**src/rtl/onehot_pkg.sv**
```systemverilog
// Shared constants for the one-hot event encoder.
// Line count, code width and output holder state encodings.
package onehot_pkg;

  localparam int N_LINES = 8;
  localparam int CODE_W  = 3;

  localparam logic [0:0] ST_EMPTY = 1'b0;
  localparam logic [0:0] ST_FULL  = 1'b1;

endpackage

```
**src/rtl/onehot_event_encoder_rr_pick8.sv**
```systemverilog
// Combinational round-robin picker over eight request lines.
// The search starts at ptr and wraps from 7 back to 0.
module rr_pick8
  import onehot_pkg::*;
(
  input  logic [N_LINES-1:0] req,
  input  logic [CODE_W-1:0]  ptr,
  output logic [CODE_W-1:0]  gnt_idx,
  output logic               gnt_any
);

  logic [CODE_W-1:0] idx;

  // Walk offsets high to low so the nearest set bit wins last.
  always_comb begin
    gnt_idx = '0;
    gnt_any = 1'b0;
    idx     = '0;
    for (int i = N_LINES - 1; i >= 0; i--) begin
      idx = ptr + CODE_W'(i);
      if (req[idx]) begin
        gnt_idx = idx;
        gnt_any = 1'b1;
      end
    end
  end

endmodule

```
**src/rtl/onehot_event_encoder.sv**
```systemverilog
// Latches event lines into a pending vector and emits their
// indices one at a time through a valid/ready output holder.
module onehot_event_encoder
  import onehot_pkg::*;
(
  input  logic                clk,
  input  logic                rst,
  input  logic [N_LINES-1:0]  ev_in,
  output logic [CODE_W-1:0]   code,
  output logic                code_valid,
  input  logic                code_ready,
  output logic [N_LINES-1:0]  pending,
  output logic [7:0]          drop_cnt
);

  logic [0:0]         state;
  logic [CODE_W-1:0]  ptr;
  logic [CODE_W-1:0]  gnt_idx;
  logic               gnt_any;
  logic               can_load;
  logic               grant;
  logic [N_LINES-1:0] clr_mask;
  logic               lost;

  rr_pick8 u_pick (
    .req     (pending),
    .ptr     (ptr),
    .gnt_idx (gnt_idx),
    .gnt_any (gnt_any)
  );

  assign code_valid = (state == ST_FULL);
  assign can_load   = (state == ST_EMPTY) | code_ready;
  assign grant      = can_load & gnt_any;
  assign clr_mask   = grant ? (N_LINES'(1) << gnt_idx) : '0;

  // A set on a bit being cleared this cycle is a fresh event, not a loss.
  assign lost = |(ev_in & pending & ~clr_mask);

  always_ff @(posedge clk) begin
    if (rst) begin
      pending  <= '0;
      ptr      <= '0;
      state    <= ST_EMPTY;
      code     <= '0;
      drop_cnt <= '0;
    end else begin
      pending <= (pending & ~clr_mask) | ev_in;
      if (lost && drop_cnt != 8'hFF)
        drop_cnt <= drop_cnt + 8'd1;
      if (grant) begin
        state <= ST_FULL;
        code  <= gnt_idx;
        ptr   <= gnt_idx + CODE_W'(1);
      end else if (state == ST_FULL && code_ready) begin
        state <= ST_EMPTY;
      end
    end
  end

endmodule

```
**config.mk**
```make
export PLATFORM = sky130hd
export DESIGN_NAME = onehot_event_encoder
export DESIGN_NICKNAME = d
export VERILOG_FILES = /design/src/rtl/onehot_pkg.sv /design/src/rtl/onehot_event_encoder_rr_pick8.sv /design/src/rtl/onehot_event_encoder.sv
export SDC_FILE = /design/constraint.sdc
export NUM_CORES = 1
export LEC_CHECK = 0
export ABC_AREA = 0
export CAP_MARGIN = 10
export CORE_MARGIN = 2
export CORE_UTILIZATION = 49
export DETAILED_ROUTE_END_ITERATION = 6
export GPL_ROUTABILITY_DRIVEN = 0
export PLACE_DENSITY = 0.77
export SLEW_MARGIN = 20
export SYNTH_ARGS = -nofsm -noshare
export SYNTH_HDL_FRONTEND = slang
export SYNTH_HIERARCHICAL = 1
export SYNTH_SLANG_ARGS = --single-unit
```
**constraint.sdc**
```tcl
create_clock -name clk -period 3.8 [get_ports clk]
set_clock_uncertainty 0.1 [all_clocks]
set_input_delay 0.38 -clock clk [delete_from_list [all_inputs] [get_ports clk]]
set_output_delay 0.38 -clock clk [all_outputs]
set_load 0.05 [all_outputs]
```
==> flow_summary.json <==
{
  "status": "complete, but fails checks",
  "violations": "setup timing",
  "critPathLaunchType": "register",
  "yosysWarnings": 6,
  "num_vias": 2057,
  "power_density_nw_per_um2": 1070,
  "layout-drive-gt1-share": 0.321,
  "synthSimpleGateAreaFrac": 0.209,
  "rsz0062_at_grt": "true",
  "synth_edf_count": 0,
  "timing.slew.headroom": 0.353,
  "r2r_slack_ns": -0.10,
  "utilization": 0.752,
  "hold_start": "code[1]",
  "clk_latency_ns": 0.27,
  "clock_sinks": 23,
  "fp.dieH_um": 66.7,
  "final_cell_mix": "33 x nand2_1, 30 x clkdlybuf4s50_1, 27 x buf_4",
  "drv_cap": 0,
  "nNetsFinal": 308,
  "syn_inst": 232,
  "postRouteAntennaNets": 0,
  "synth_fa_ha_area_frac": 0.0585,
  "synth_area_sq_um": 1930,
  "antenna_found_initial": 0,
  "via_per_inst": 6.14,
  "cts_root_buf": "clkbuf_8",
  "ys.flop_type": "dfxtp_1",
  "cts_tree": "yes",
  "portBuffers": 30,
  "drt_pass1_iterations": 5,
  "syn_avg_cell_area_sq_um": 8.30,
  "reg2reg_depth": 16,
  "worstPathMaxFanout": 5,
  "grt_pass1_wl_um": 8400,
  "yosysSeqAreaShare": 0.239,
  "yosysTopAreaCellShare": 0.239,
  "fin_crit_sh": 1.03,
  "grtUsageTotal": 0.243,
  "layout_commonest_cell": "nand2_1",
  "grt_max_degree": 25,
  "die-area_sq_um": 4450,
  "path_clk_slew_ns": 0.09,
  "required_ns": 3.86,
  "vdd_ir_drop_max_mv": 0.588,
  "io-pin-count": 31,
  "h-tree-depth": 1,
  "worstSetupEndpointType": "register",
  "dieWidth_um": 66.7,
  "synth_nets": 252,
  "coreArea_sq_um": 3720,
  "synth_top_family_by_area": "compound AO/OA/AOI/OAI gates",
  "clockBufferDepth": 2,
  "overflow": 0,
  "reg2reg_from": "ptr[0]",
  "rows": 22,
  "ys_ff_latch": 23,
  "synthXorXnorAreaFrac": 0.0182,
  "worstMarginPinSlew_ns": 0.968,
  "setup_viol": 6,
  "fin_ws_ns": -0.103,
  "hold_class": "reg2reg",
  "detailed_place_hpwl_um": 3650,
  "synthTopCellsByArea": "dfxtp_1 24%, mux4_1 6.8%, a21oi_1 6.5%, nand2_1 6.4%, ha_1 5.8%",
  "timing.rr.end": "drop_cnt[5]",
  "hold_end": "code[1]",
  "diodes": 0,
  "final_cell_area_sq_um": 2790,
  "synthArstFlopShare": 0,
  "synth_compound_area_frac": 0.211,
  "wl_per_cell_um": 18.2,
  "drt_wl_total_um": 6090,
  "ys_types": 53,
  "p_leak_uw": 0.00107,
  "fin_crit_ns": 3.90,
  "initial_core_util": 0.518,
  "holdBufCountCts": 0,
  "criticalPathCategory": "reg2reg",
  "postPlaceCellArea_sq_um": 2340,
  "drt-initial-drc-count": 149,
  "hold_depth": 2,
  "drc": 0,
  "cp.arrival_ns": 3.97,
  "yosysTopAreaCell": "dfxtp_1",
  "cts_buffers": 3,
  "muxShareOfSynthArea": 0.196,
  "slew_violations": 0,
  "finalHoldViolations": 0,
  "fmax_mhz": 256,
  "grt_pass1_vias": 1807,
  "areaGrowthSynthToFinish_pct": 45.1
}
[per-stage QoR]
stage / setup WS (ns) / total power [uW] / hold WS, ns / cells / setup TNS [ns]
3_3_place_gp: 0.0286 / 2010 / 0.347 / 309 / 0
3_5_place_dp: -0.0874 / 2040 / 0.363 / 309 / -0.424
5_1_grt: -0.196 / 3160 / 0.411 / 335 / -1.03
6_report: -0.103 / 2990 / 0.369 / 335 / -0.198
2_1_floorplan: 0.0134 / 1670 / 0.352 / 232 / 0
4_1_cts: 0.0125 / 2300 / 0.375 / 319 / 0
[sequential cells by signal (all words and copies together) (netlist names)]
register,cells
drop_cnt,8
pending,8
code,3
ptr,3
code_valid,1
[Yosys cell counts (2+ instances only)]
| master | instances |
|---|---|
| nor2_1 | 24 |
| o21ai_0 | 2 |
| inv_1 | 13 |
| nand2b_1 | 2 |
| a31oi_1 | 8 |
| a211oi_1 | 2 |
| nor3_1 | 2 |
| nor4_1 | 3 |
| mux4_2 | 5 |
| o22ai_1 | 2 |
| buf_6 | 2 |
| nor2b_1 | 3 |
| buf_4 | 5 |
| xor2_1 | 2 |
| mux4_1 | 5 |
| nand3_1 | 7 |
| and2_1 | 3 |
| a21oi_2 | 2 |
| xnor2_1 | 2 |
| nand4_1 | 2 |
| a21o_1 | 3 |
| nand2_1 | 33 |
| clkbuf_1 | 5 |
| dfxtp_1 | 23 |
| a41oi_1 | 3 |
| ha_1 | 9 |
| mux2_2 | 5 |
| mux2i_1 | 5 |
| and3_1 | 2 |
| a21oi_1 | 25 |
[power by group]
group	total (uW)	leakage, uW	switching [uW]	internal (uW)
clock network	153	0.0000255	80.2	73.3
logic	2470	0.000856	1320	1150
registers	371	0.000191	73.5	298
total	2990	0.00107	1470	1520
[worst max path at each step]
stage                  endpoint    from  slack (ns)
floorplan           drop_cnt[5]  ptr[0]        0.01
global placement    drop_cnt[2]  ptr[0]        0.03
detailed placement  drop_cnt[7]  ptr[0]       -0.09
CTS                 drop_cnt[2]  ptr[0]        0.01
global route        drop_cnt[5]  ptr[0]       -0.20
finish              drop_cnt[5]  ptr[0]       -0.10
[area by class of cell]
cell class              count  area [sq um]
well taps                  48          60.1
inverters                  13          56.3
clock buffers               3          41.3
clock inverters             1          5.00
repair buffers             64           591
flip-flops and latches     23           468
multi-input cells         183          1570
fillers                   264           922
[critical path: stages, from the launching register on]
cell and delay [ns]:
dfxtp_4 0.40, inv_4 0.05, ha_4 0.28, mux4_2 0.34
mux2_4 0.32, o21ai_2 0.12, a31oi_1 0.10, o21bai_1 0.26
mux2_4 0.38, buf_6 0.13, ha_4 0.16, ha_4 0.17
a31oi_4 0.18, nor4_4 0.08, a21oi_2 0.26, nand4_1 0.16
mux2_4 0.32
[cell families after synthesis]
kind of cell | after synthesis
AOI/OAI and AO/OA | 62
xor gates and xnor gates | 4
adders and majority gates | 9
buffers and inverters | 26
DFF | 23
muxes | 22
and+or+nand+nor | 86
[per-layer routing]
metal / up-vias / global-route usage / routed length [um]
met5: - / 0 / 0
met4: 0 / 0.0816 / 223
met3: 20 / 0.0135 / 284
met2: 80 / 0.449 / 3210
met1: 999 / 0.298 / 2360
li1: 958 / - / -
[what timing repair did]
item	4_1_cts	5_1_grt
endpoints found under the setup margin	7	7
gates cloned	0	1
buffers inserted	6	15
pin swaps	4	18
resized for setup	7	45
(Power assumes the default switching activity.)
